===== config.mk =====
export PLATFORM = sky130hd
export DESIGN_NAME = fetch_unit
export DESIGN_NICKNAME = d
export VERILOG_FILES = /design/src/rtl/fetch_unit.sv
export SDC_FILE = /design/constraint.sdc
export NUM_CORES = 1
export LEC_CHECK = 0
export BUFFER_PORTS_ARGS = -buffer_cell sky130_fd_sc_hd__buf_2
export CAP_MARGIN = 20
export CORE_ASPECT_RATIO = 0.6
export CORE_MARGIN = 5
export CORE_UTILIZATION = 30
export DETAILED_ROUTE_END_ITERATION = 7
export SYNTH_ARGS = -nofsm -noshare
export SYNTH_HDL_FRONTEND = slang
export SYNTH_SLANG_ARGS = --single-unit

===== constraint.sdc =====
create_clock -name clk -period 3 [get_ports clk]
set_input_delay 0.3 -clock clk [delete_from_list [all_inputs] [get_ports clk]]
set_output_delay 0.3 -clock clk [all_outputs]
set_load 0.1 [all_outputs]

===== src/rtl/fetch_unit.sv =====
// fetch_unit -- instruction fetch stage with its IF/ID pipeline register.
//
// Purpose:
//   Holds the fetch PC, drives the instruction ROM, and registers the
//   returned instruction into the IF/ID register. After reset the stage
//   spends one cycle in IDLE (ROM disabled) and then fetches continuously.
//
// Ports:
//   clk            single clock, rising-edge active
//   rst            asynchronous reset, active-low
//   stall[5:0]     bit0 = hold PC, bit1 = hold IF, bit2 = hold ID; 5:3 unused
//   flush          redirect to new_pc; overrides stalls and branches
//   new_pc[31:0]   redirect address used with flush
//   branch_flag    taken branch/jump resolved in ID
//   branch_target  branch/jump destination
//   ce             instruction ROM enable
//   pc[31:0]       instruction ROM address
//   rom_inst[31:0] instruction word returned by the ROM
//   rom_pc[31:0]   address echoed by the ROM with rom_inst
//   id_pc[31:0]    IF/ID registered PC
//   id_inst[31:0]  IF/ID registered instruction (NOP when misaligned)
//   id_adel[0:0]   IF/ID flag: fetch address not word-aligned

module fetch_unit #(
  parameter logic [31:0] RESET_PC = 32'h0000_0000
) (
  input  logic        clk,
  input  logic        rst,
  input  logic [5:0]  stall,
  input  logic        flush,
  input  logic [31:0] new_pc,
  input  logic        branch_flag,
  input  logic [31:0] branch_target,
  output logic        ce,
  output logic [31:0] pc,
  input  logic [31:0] rom_inst,
  input  logic [31:0] rom_pc,
  output logic [31:0] id_pc,
  output logic [31:0] id_inst,
  output logic        id_adel
);

  typedef enum logic {
    IDLE  = 1'b0,
    FETCH = 1'b1
  } state_t;

  state_t      state;
  state_t      state_next;
  logic [31:0] pc_next;
  logic        rom_adel;
  logic        id_bubble;

  // Upper stall bits belong to later stages and have no meaning here.
  logic stall_unused;
  assign stall_unused = ^stall[5:3];

  // State register: reset always returns the stage to IDLE.
  always_ff @(posedge clk or negedge rst) begin
    if (!rst) begin
      state <= IDLE;
    end else begin
      state <= state_next;
    end
  end

  // Next state: IDLE lasts exactly one edge; FETCH is left only via reset.
  always_comb begin
    state_next = state;
    case (state)
      IDLE:    state_next = FETCH;
      FETCH:   state_next = FETCH;
      default: state_next = IDLE;
    endcase
  end

  // Output decode: the ROM is enabled only while fetching.
  always_comb begin
    ce = 1'b0;
    if (state == FETCH) begin
      ce = 1'b1;
    end
  end

  // Next PC. Flush beats the PC hold; a branch seen during a PC hold is
  // dropped because ID re-issues it once the stall clears.
  always_comb begin
    pc_next = pc;
    if (state == IDLE) begin
      pc_next = RESET_PC;
    end else if (flush) begin
      pc_next = new_pc;
    end else if (!stall[0]) begin
      if (branch_flag) begin
        pc_next = branch_target;
      end else begin
        pc_next = pc + 32'd4;
      end
    end
  end

  always_ff @(posedge clk or negedge rst) begin
    if (!rst) begin
      pc <= RESET_PC;
    end else begin
      pc <= pc_next;
    end
  end

  // A bubble is inserted when the fetched word is invalid (flush, not yet
  // fetching) or when IF stalls but ID moves on, so ID does not repeat it.
  assign rom_adel  = (rom_pc[1:0] != 2'b00);
  assign id_bubble = flush | (stall[1] & ~stall[2]) | ~ce;

  always_ff @(posedge clk or negedge rst) begin
    if (!rst) begin
      id_pc   <= 32'h0;
      id_inst <= 32'h0;
      id_adel <= 1'b0;
    end else if (id_bubble) begin
      id_pc   <= 32'h0;
      id_inst <= 32'h0;
      id_adel <= 1'b0;
    end else if (!stall[1]) begin
      id_pc   <= rom_pc;
      id_inst <= rom_adel ? 32'h0 : rom_inst;
      id_adel <= rom_adel;
    end
  end

endmodule


==> reports/results.tsv, run 1 <==
stage	metric	value	unit
outcome	run_status	complete, no violations	
critical_path	cp_max_fo	8	
sta	clock.fmax	0.436	GHz
critical_path	crit_slowest_cell	sky130_fd_sc_hd__nor4_4	
critical_path	worstPathArrival	2.51	ns
clock_tree	hold_buffers	1	
sta	finalMaxSlewViolations	0	
cells_and_area	areaGrowthSynthToFinish	34.3	%
critical_path	critical-path-top-delay-family	simple AND/OR/NAND/NOR gates	
run	cap_viol_max_count	0	
logic_synthesis	synth_area_leader_cell	sky130_fd_sc_hd__dfrtp_1	
sta	finalCritPeriodShare	76.4	%
detailed_routing	final_wl	18.0	mm
logic_synthesis	async_flop_share	100	%
detailed_routing	drc	0	
critical_path	regToRegEndpoint	pc[18]$_DFFE_PN0P_	
global_route	first_pass_grt_wire_length	28.1	mm
logic_synthesis	synthFlopType	sky130_fd_sc_hd__dfrtp_1	
worst_hold_path	hold_depth	2	
clock_tree	post_cts.resized_instances	0	
critical_path	reg2regPathDepth	6	
worst_hold_path	min-delay-path-class	in2reg	
sta	grt_setup_unrepaired	false	
clock_tree	clk_transition_reported_paths	0.07	ns
power	powerDensity	503	nW/µm²
critical_path	cp-start-kind	flip-flop	
global_route	grt_remaining_overflow	0	
sta	setup_total_negative_slack	0	ns
sta	timing.final.hold_violations	0	
sta	finalSetupViolations	0	
critical_path	path_cells	ha_1 > nand3_2 > nor4_4 > and2b_1 > a41oi_1 > o311a_1	
clock_tree	h_tree_level_count	3	
logic_synthesis	syn_nets	669	
critical_path	timing.critical_path.to_type	flip-flop	
global_route	gr-usage-all-layers	17.8	%
floorplanning	floorplan.io_pins	236	
placed_design	placement.cell_area	6470	µm²
logic_synthesis	synth_sequential_area_ratio	48.6	%
detailed_routing	detail_route.first_pass.iterations	4	
placed_design	place_hpwl	13.3	mm
clock_tree	cts.root.buffer_cell	sky130_fd_sc_hd__clkbuf_16	
cells_and_area	post_route_cells_drive_above_1_share	37.1	%
sta	skew	0.00645	ns
detailed_routing	avgViaCountPerCell	5.06	
cells_and_area	fin_nets	887	
worst_hold_path	hold_start	rom_pc[10]	
clock_tree	cts_post_setup_buffers_inserted	0	
sta	hold_ws	0.179	ns
floorplanning	placeable_core_region	16400	µm²
clock_tree	clk-insertion-delay-late	0.34	ns
clock_tree	clock-sinks	98	
sta	timing.slew.headroom	50.6	%
logic_synthesis	synth_top_area_share	48.6	%
logic_synthesis	synthCells	530	
placed_design	dp_cells	964	
logic_synthesis	synthesized_area_per_cell	9.53	µm²
logic_synthesis	ys_types	62	
floorplanning	chipWidth	177	µm
logic_synthesis	top_area_cells_in_the_synthesized_netlist	sky130_fd_sc_hd__dfrtp_1 49%, sky130_fd_sc_hd__a22oi_1 5.9%, sky130_fd_sc_hd__a22o_1 5.9%	
clock_tree	total_cts_buffers	9	
cells_and_area	final_cell_count_no_fill	982	
detailed_routing	route.detailed.wl_per_inst	18.3	µm
global_route	grt_max_degree	47	
sta	tightestPinTransition	0.741	ns
critical_path	launch_point_of_the_worst_reg_to_reg_path	pc[2]$_DFFE_PN0P_	
detailed_routing	route.antenna.remaining_nets	0	
cells_and_area	final_design_area_no_fill	6780	µm²
logic_synthesis	postSynthRegisterBits	98	
floorplanning	initial_utilization	30.9	%
sta	post_layout_min_period	2.29	ns
logic_synthesis	syn-cell-area	5050	µm²
global_route	number_of_global_route_vias_before_repair	4987	
critical_path	critical_path_buf_inv_count	0	
floorplanning	std_cell_rows	36	
clock_tree	cts.path.max_buffers	2	
placed_design	globalplace.congestion	0.809	
critical_path	regToRegSetupSlack	0.71	ns
clock_tree	tritoncts_clock_tree	done	
power	ir_drop	0.275	mV
critical_path	worstPathRequired	3.22	ns
critical_path	startpoint_to_endpoint_class_of_the_critical_path	reg2reg	
placed_design	io_buffer_count	232	
detailed_routing	vias	4973	
logic_synthesis	yosysWarningCount	0	
floorplanning	design.die.area	19600	µm²
global_route	grt_antenna_before_repair	4	
worst_hold_path	hold_path_end	id_pc[10]$_DFFE_PN0P_	
logic_synthesis	number_of_synthesized_flops_with_an_enable_pin	0	
detailed_routing	drtIter0Drc	323	
power	p_total	0.00341	W
power	power.static_leakage	3.46	nW
cells_and_area	fillers	1657	
floorplanning	floorplan.die.height	110	µm
critical_path	stage_delay_of_the_slowest_cell_on_the_critical_path	0.58	ns
critical_path	path_depth	6	
[power by group]
group | internal (W) | switching, W
logic | 0.000199 | 0.000608
registers | 0.00137 | 0.0000668
clock network | 0.000605 | 0.000561
[state kept, by name, summed over array words and instances, names as in the netlist]
register and cells:
pc 32, id_inst 32, id_adel 1, state 1
id_pc 32
[cell usage after synthesis (2+ instances only)]
cell                        instances
sky130_fd_sc_hd__nand2b_1           7
sky130_fd_sc_hd__nor4_1             3
sky130_fd_sc_hd__nand2_1           45
sky130_fd_sc_hd__o21ai_0           33
sky130_fd_sc_hd__mux2i_1            5
sky130_fd_sc_hd__clkbuf_1          32
sky130_fd_sc_hd__xor2_1             5
sky130_fd_sc_hd__nand4_1            6
sky130_fd_sc_hd__a22oi_1           40
sky130_fd_sc_hd__o311a_1            2
sky130_fd_sc_hd__o31ai_1            2
sky130_fd_sc_hd__and3_1             6
sky130_fd_sc_hd__a22o_1            34
sky130_fd_sc_hd__nand3_1           19
sky130_fd_sc_hd__nor2b_1            4
sky130_fd_sc_hd__and4_1             4
sky130_fd_sc_hd__nor2_1            52
sky130_fd_sc_hd__inv_1             11
sky130_fd_sc_hd__buf_2              2
sky130_fd_sc_hd__o221ai_1           4
sky130_fd_sc_hd__o22ai_1            2
sky130_fd_sc_hd__o211a_1            6
sky130_fd_sc_hd__nor3_1             9
sky130_fd_sc_hd__a41oi_1            2
sky130_fd_sc_hd__nor4_4             2
sky130_fd_sc_hd__a31oi_1            7
sky130_fd_sc_hd__nor4_2             2
sky130_fd_sc_hd__o211ai_1           7
sky130_fd_sc_hd__dfrtp_1           98
sky130_fd_sc_hd__xnor2_1            2
sky130_fd_sc_hd__a21oi_1           28
sky130_fd_sc_hd__and2_1             7
sky130_fd_sc_hd__nand3_2            2
sky130_fd_sc_hd__a2bb2oi_1          5
sky130_fd_sc_hd__o21ai_1            2
sky130_fd_sc_hd__buf_1              7
[how the worst max path moves through the flow]
stage                         end  slack [ns]         startpoint
6_report       pc[18]$_DFFE_PN0P_        0.71  pc[2]$_DFFE_PN0P_
5_1_grt        pc[18]$_DFFE_PN0P_        0.52  pc[2]$_DFFE_PN0P_
4_1_cts        pc[18]$_DFFE_PN0P_        0.72  pc[2]$_DFFE_PN0P_
3_5_place_dp   pc[25]$_DFFE_PN0P_        0.63              flush
3_3_place_gp   pc[25]$_DFFE_PN0P_        0.67              flush
2_1_floorplan  pc[18]$_DFFE_PN0P_        0.32  pc[2]$_DFFE_PN0P_
[kinds of logic after synthesis]
group,synth area share (%)
muxes,1.51
DFF,48.6
adders and majority gates,0.248
and+or+nand+nor,18.2
other,0.0743
buffers and inverters,4.36
AOI/OAI and AO/OA,25.8
xor gates and xnor gates,1.21
[layer usage]
layer | part of all wire, % | GRT usage [%] | up-vias
met3 | 8.8 | 4.78 | 17
met2 | 42 | 25.5 | 178
met5 | 0.19 | 0 | -
met4 | 1.3 | 3.81 | 6
li1 | - | - | 2408
met1 | 48 | 26.7 | 2364
[metrics by stage]
stage                     worst slack [ns]  util, %
after CTS                            0.719     41.5
final                                0.708     41.5
after floorplan                      0.318        -
after global placement               0.667     39.6
after detailed placement             0.629     39.6
after global routing                 0.525     41.5
[cell usage in the layout (no fill, tap or decap), types with 7 or more instances in the layout]
cell type,Yosys,layout
sky130_fd_sc_hd__clkbuf_16,0,9
sky130_fd_sc_hd__inv_1,11,11
sky130_fd_sc_hd__buf_4,1,17
sky130_fd_sc_hd__nor2_1,52,52
sky130_fd_sc_hd__nand2b_1,7,7
sky130_fd_sc_hd__dfrtp_1,98,98
sky130_fd_sc_hd__buf_2,2,231
sky130_fd_sc_hd__nand2_1,45,45
sky130_fd_sc_hd__nand3_1,19,19
sky130_fd_sc_hd__a22o_1,34,34
sky130_fd_sc_hd__o21ai_0,33,33
sky130_fd_sc_hd__a21oi_1,28,28
sky130_fd_sc_hd__and2_1,7,7
sky130_fd_sc_hd__a22oi_1,40,40
sky130_fd_sc_hd__a31oi_1,7,7
sky130_fd_sc_hd__o211ai_1,7,7
sky130_fd_sc_hd__nor3_1,9,8
[worst reg2reg max path, stage by stage (launching register included)]
cell                      delay [ns]
sky130_fd_sc_hd__dfrtp_1        0.44
sky130_fd_sc_hd__ha_1           0.29
sky130_fd_sc_hd__nand3_2        0.18
sky130_fd_sc_hd__nor4_4         0.58
sky130_fd_sc_hd__and2b_1        0.25
sky130_fd_sc_hd__a41oi_1        0.13
sky130_fd_sc_hd__o311a_1        0.31
[area by class of cell]
type / instances / area (µm²) / share of cell area, %
clock buffers: 10 / 239 / 3.52
clock inverters: 6 / 57.6 / 0.849
diodes: 1 / 2.50 / 0.0369
well taps: 228 / 285 / 4.21
multi-input cells: 377 / 2380 / 35.2
inverters: 12 / 45.0 / 0.664
flip-flops and latches: 98 / 2450 / 36.2
repair buffers: 250 / 1310 / 19.4
Note: power is estimated with default switching activity, not from simulation.
==> run 2: changes to the inputs <==
Settings changed: ABC_AREA set to 1.
Clock period 3 ns to 2.2 ns, I/O delays scaled along.
==> reports/results.tsv, run 2 <==
stage	metric	value	unit	change
logic_synthesis	synth_top_area_share	45.4	%	-3.2 points
sta	grt_setup_unrepaired	false		
outcome	run_status	complete, no violations		
critical_path	timing.critical_path.to_type	flip-flop		
logic_synthesis	number_of_synthesized_flops_with_an_enable_pin	0		unchanged
detailed_routing	drtIter0Drc	529		+64%
logic_synthesis	synth_fa_ha_area_share	0.231	%	-0.016 points
logic_synthesis	async_flop_share	100	%	unchanged
clock_tree	hold_buffers	1		unchanged
floorplanning	initial_utilization	30.2	%	-0.63 points
clock_tree	clock-sinks	98		unchanged
clock_tree	tritoncts_clock_tree	done		
logic_synthesis	synthFlopType	sky130_fd_sc_hd__dfrtp_1		
logic_synthesis	syn-cell-area	5410	µm²	+7.1%
sta	clock.fmax	0.585	GHz	+34%
critical_path	launch_point_of_the_worst_reg_to_reg_path	pc[13]$_DFFE_PN0P_		
detailed_routing	final_wl	19.6	mm	+9.1%
cells_and_area	antenna_cells_inserted	0		-1
critical_path	cp-start-kind	flip-flop		
logic_synthesis	commonest_cells_in_the_synthesized_netlist	211 x sky130_fd_sc_hd__nand2_1, 107 x sky130_fd_sc_hd__nor2_1, 98 x sky130_fd_sc_hd__dfrtp_1, 98 x sky130_fd_sc_hd__nand3_1, 64 x sky130_fd_sc_hd__a21oi_1		
floorplanning	chipWidth	183	µm	+3.3%
floorplanning	floorplan.io_pins	236		unchanged
placed_design	place_hpwl	14.7	mm	+11%
global_route	first_pass_grt_wire_length	30.3	mm	+8.0%
power	ir_drop	0.327	mV	+19%
critical_path	worstPathRequired	2.48	ns	-0.74 ns
clock_tree	cts_post_setup_buffers_inserted	0		unchanged
cells_and_area	top_regs	id_inst (32), id_pc (32), pc (32)		
cells_and_area	fin_nets	1108		+25%
logic_synthesis	ys_types	32		-48%
clock_tree	clk_transition_reported_paths	0.08	ns	about the same
floorplanning	floorplan.die.height	114	µm	+3.2%
logic_synthesis	yosysWarningCount	0		unchanged
sta	finalMaxSlewViolations	0		unchanged
logic_synthesis	postSynthRegisterBits	98		unchanged
placed_design	place_worst_setup_slack	0.525	ns	-0.104 ns
logic_synthesis	main_combinational_cell_family_by_area_after_synthesis	simple AND/OR/NAND/NOR gates		
logic_synthesis	synth_sequential_area_ratio	45.4	%	-3.2 points
sta	finalCritPeriodShare	77.7	%	+1.3 points
logic_synthesis	top_area_cells_in_the_synthesized_netlist	sky130_fd_sc_hd__dfrtp_1 45%, sky130_fd_sc_hd__nand2_1 15%, sky130_fd_sc_hd__nand3_1 9.1%		
floorplanning	design.die.area	20900	µm²	+6.6%
global_route	gr-usage-all-layers	18.3	%	+0.45 points
global_route	grt_max_degree	66		+40%
power	p_total	0.00500	W	+47%
sta	setup_total_negative_slack	0	ns	unchanged
power	powerDensity	700	nW/µm²	+39%
detailed_routing	vias	5846		+18%
floorplanning	std_cell_rows	38		+5.6%
clock_tree	h_tree_level_count	3		unchanged
sta	skew	0.0152	ns	+0.00875 ns
worst_hold_path	min-delay-path-class	in2reg		
critical_path	path_cells	nand2_1 > nor2_1 > nand2_1 > nor2_2 > or2_2 > nand3_1 > nand2_1 > nand2_1 > nand2_1		
worst_hold_path	hold_start	rom_pc[31]		
detailed_routing	route.detailed.wl_per_inst	16.2	µm	-12%
clock_tree	cts.path.max_buffers	2		unchanged
clock_tree	clk-insertion-delay-late	0.35	ns	about the same
logic_synthesis	post_synth_mux_area_share	0.417	%	-1.1 points
global_route	grt_remaining_overflow	0		unchanged
sta	timing.final.hold_violations	0		unchanged
sta	finalSetupViolations	0		unchanged
critical_path	crit_slowest_cell	sky130_fd_sc_hd__dfrtp_1		
cells_and_area	areaGrowthSynthToFinish	32.2	%	
detailed_routing	route.antenna.remaining_nets	0		unchanged
worst_hold_path	hold_depth	3		+1
clock_tree	total_cts_buffers	9		unchanged
sta	timing.slew.headroom	54.1	%	+3.5 points
sta	post_layout_min_period	1.71	ns	-0.583 ns
power	power.static_leakage	3.84	nW	+11%
placed_design	dp_cells	1197		+24%
placed_design	io_buffer_count	232		unchanged
critical_path	worstPathArrival	1.99	ns	-0.52 ns
clock_tree	cts.root.buffer_cell	sky130_fd_sc_hd__clkbuf_16		
cells_and_area	final_cell_mix	231 x sky130_fd_sc_hd__buf_2, 210 x sky130_fd_sc_hd__nand2_1, 106 x sky130_fd_sc_hd__nor2_1, 98 x sky130_fd_sc_hd__nand3_1, 96 x sky130_fd_sc_hd__dfrtp_1		
logic_synthesis	synthesized_area_per_cell	7.18	µm²	-25%
critical_path	critical-path-top-cell-by-count	sky130_fd_sc_hd__nand2_1		
sta	postLayoutSetupSlackWorst	0.491	ns	-0.217 ns
logic_synthesis	post_synth_xor_area_fraction	0.972	%	-0.24 points
worst_hold_path	hold_path_end	id_pc[31]$_DFFE_PN0P_		
cells_and_area	post_route_cells_drive_above_1_share	30.1	%	-7.0 points
detailed_routing	detail_route.first_pass.iterations	5		+1
detailed_routing	avgViaCountPerCell	4.82		-4.9%
logic_synthesis	synthCells	753		+42%
logic_synthesis	complex_gate_fraction_of_the_synthesized_area	12.4	%	-13 points
critical_path	cp_max_fo	6		-2
critical_path	regToRegSetupSlack	0.49	ns	-0.22 ns
sta	tightestPinTransition	0.688	ns	-0.0529 ns
critical_path	startpoint_to_endpoint_class_of_the_critical_path	reg2reg		
logic_synthesis	synth_area_leader_cell	sky130_fd_sc_hd__dfrtp_1		
critical_path	reg2regPathDepth	9		+3
logic_synthesis	syn_nets	892		+33%
cells_and_area	layout_commonest_cell	sky130_fd_sc_hd__buf_2		
global_route	grt_antenna_before_repair	0		-4
detailed_routing	drc	0		unchanged
placed_design	globalplace.congestion	0.957		+18%
critical_path	regToRegEndpoint	pc[16]$_DFFE_PN0P_		
floorplanning	placeable_core_region	17900	µm²	+9.3%
global_route	number_of_global_route_vias_before_repair	5387		+8.0%
clock_tree	post_cts.resized_instances	0		unchanged
critical_path	stage_delay_of_the_slowest_cell_on_the_critical_path	0.49	ns	-0.09 ns
run	cap_viol_max_count	0		unchanged
logic_synthesis	post-synth-top-count-cell	sky130_fd_sc_hd__nand2_1		
logic_synthesis	synth-simple-area-share	34.5	%	+16 points
cells_and_area	final_cell_count_no_fill	1214		+24%
==> run 2: cell types whose count changed after synthesis, sizes merged, moves of 9 or more <==
cell / previous run / this run
o21ai: 35 / 57
inv: 11 / 30
nand3: 22 / 99
nand2: 45 / 216
nor2: 52 / 118
a22o: 34 / 0
buf: 11 / 20
nor3: 9 / 0
a22oi: 40 / 0
a21oi: 28 / 64
==> run 2: cell type report <==
class                           count  area [µm²]
Tap cell                          240         300
Inverter                           32         120
Sequential cell                    98        2450
Clock inverter                      6        62.6
Fill cell                        1925       10700
Clock buffer                       10         239
Timing Repair Buffer              250        1340
Multi-Input combinational cell    578        2630
==> run 2: where the power goes <==
| part | leakage, nW | switching, W | internal (W) |
|---|---|---|---|
| registers | 1.31 | 0.000112 | 0.00189 |
| clock network | 0.148 | 0.000768 | 0.000826 |
| logic | 2.38 | 0.00111 | 0.000297 |
==> run 2: metrics by stage <==
step                      utilization, %  instance area [µm²]  hold WS [ns]
final                               40.0                 7150         0.111
after detailed placement            38.2                 6840         0.256
after global placement              38.2                 6840         0.266
after global routing                40.0                 7150         0.104
after CTS                           40.0                 7150        0.0954
after floorplan                        -                 5410       -0.0756
==> run 2: cell families (layout without fill, tap and decap cells) <==
group | after synthesis | count (layout)
buffers and inverters | 77 | 298
AOI/OAI and AO/OA | 130 | 130
DFF | 98 | 98
muxes | 2 | 2
and+or+nand+nor | 438 | 438
adders and majority gates | 1 | 1
other | 1 | 1
xor gates and xnor gates | 6 | 6
==> run 2: worst max-delay path by stage <==
| stage | from | endpoint | slack [ns] |
|---|---|---|---|
| after floorplan | state$_DFF_PN0_ | pc[25]$_DFFE_PN0P_ | 0.10 |
| after global placement | state$_DFF_PN0_ | pc[0]$_DFFE_PN0P_ | 0.53 |
| after detailed placement | state$_DFF_PN0_ | pc[0]$_DFFE_PN0P_ | 0.52 |
| after CTS | state$_DFF_PN0_ | pc[1]$_DFFE_PN0P_ | 0.49 |
| after global routing | pc[3]$_DFFE_PN0P_ | pc[20]$_DFFE_PN0P_ | 0.29 |
| final | pc[13]$_DFFE_PN0P_ | pc[16]$_DFFE_PN0P_ | 0.49 |
==> run 2: metal layers <==
layer  wire [µm]  GRT usage [%]
met1        9740           29.2
met2        7890           24.5
met3        1830           4.78
met4         189           3.13
met5           0              0
==> run 2: worst max-delay path: cells and delay by family, from the launching register on <==
kind / cells / cell delay, ns
flops: 1 / 0.49
simple gates: 9 / 1.15
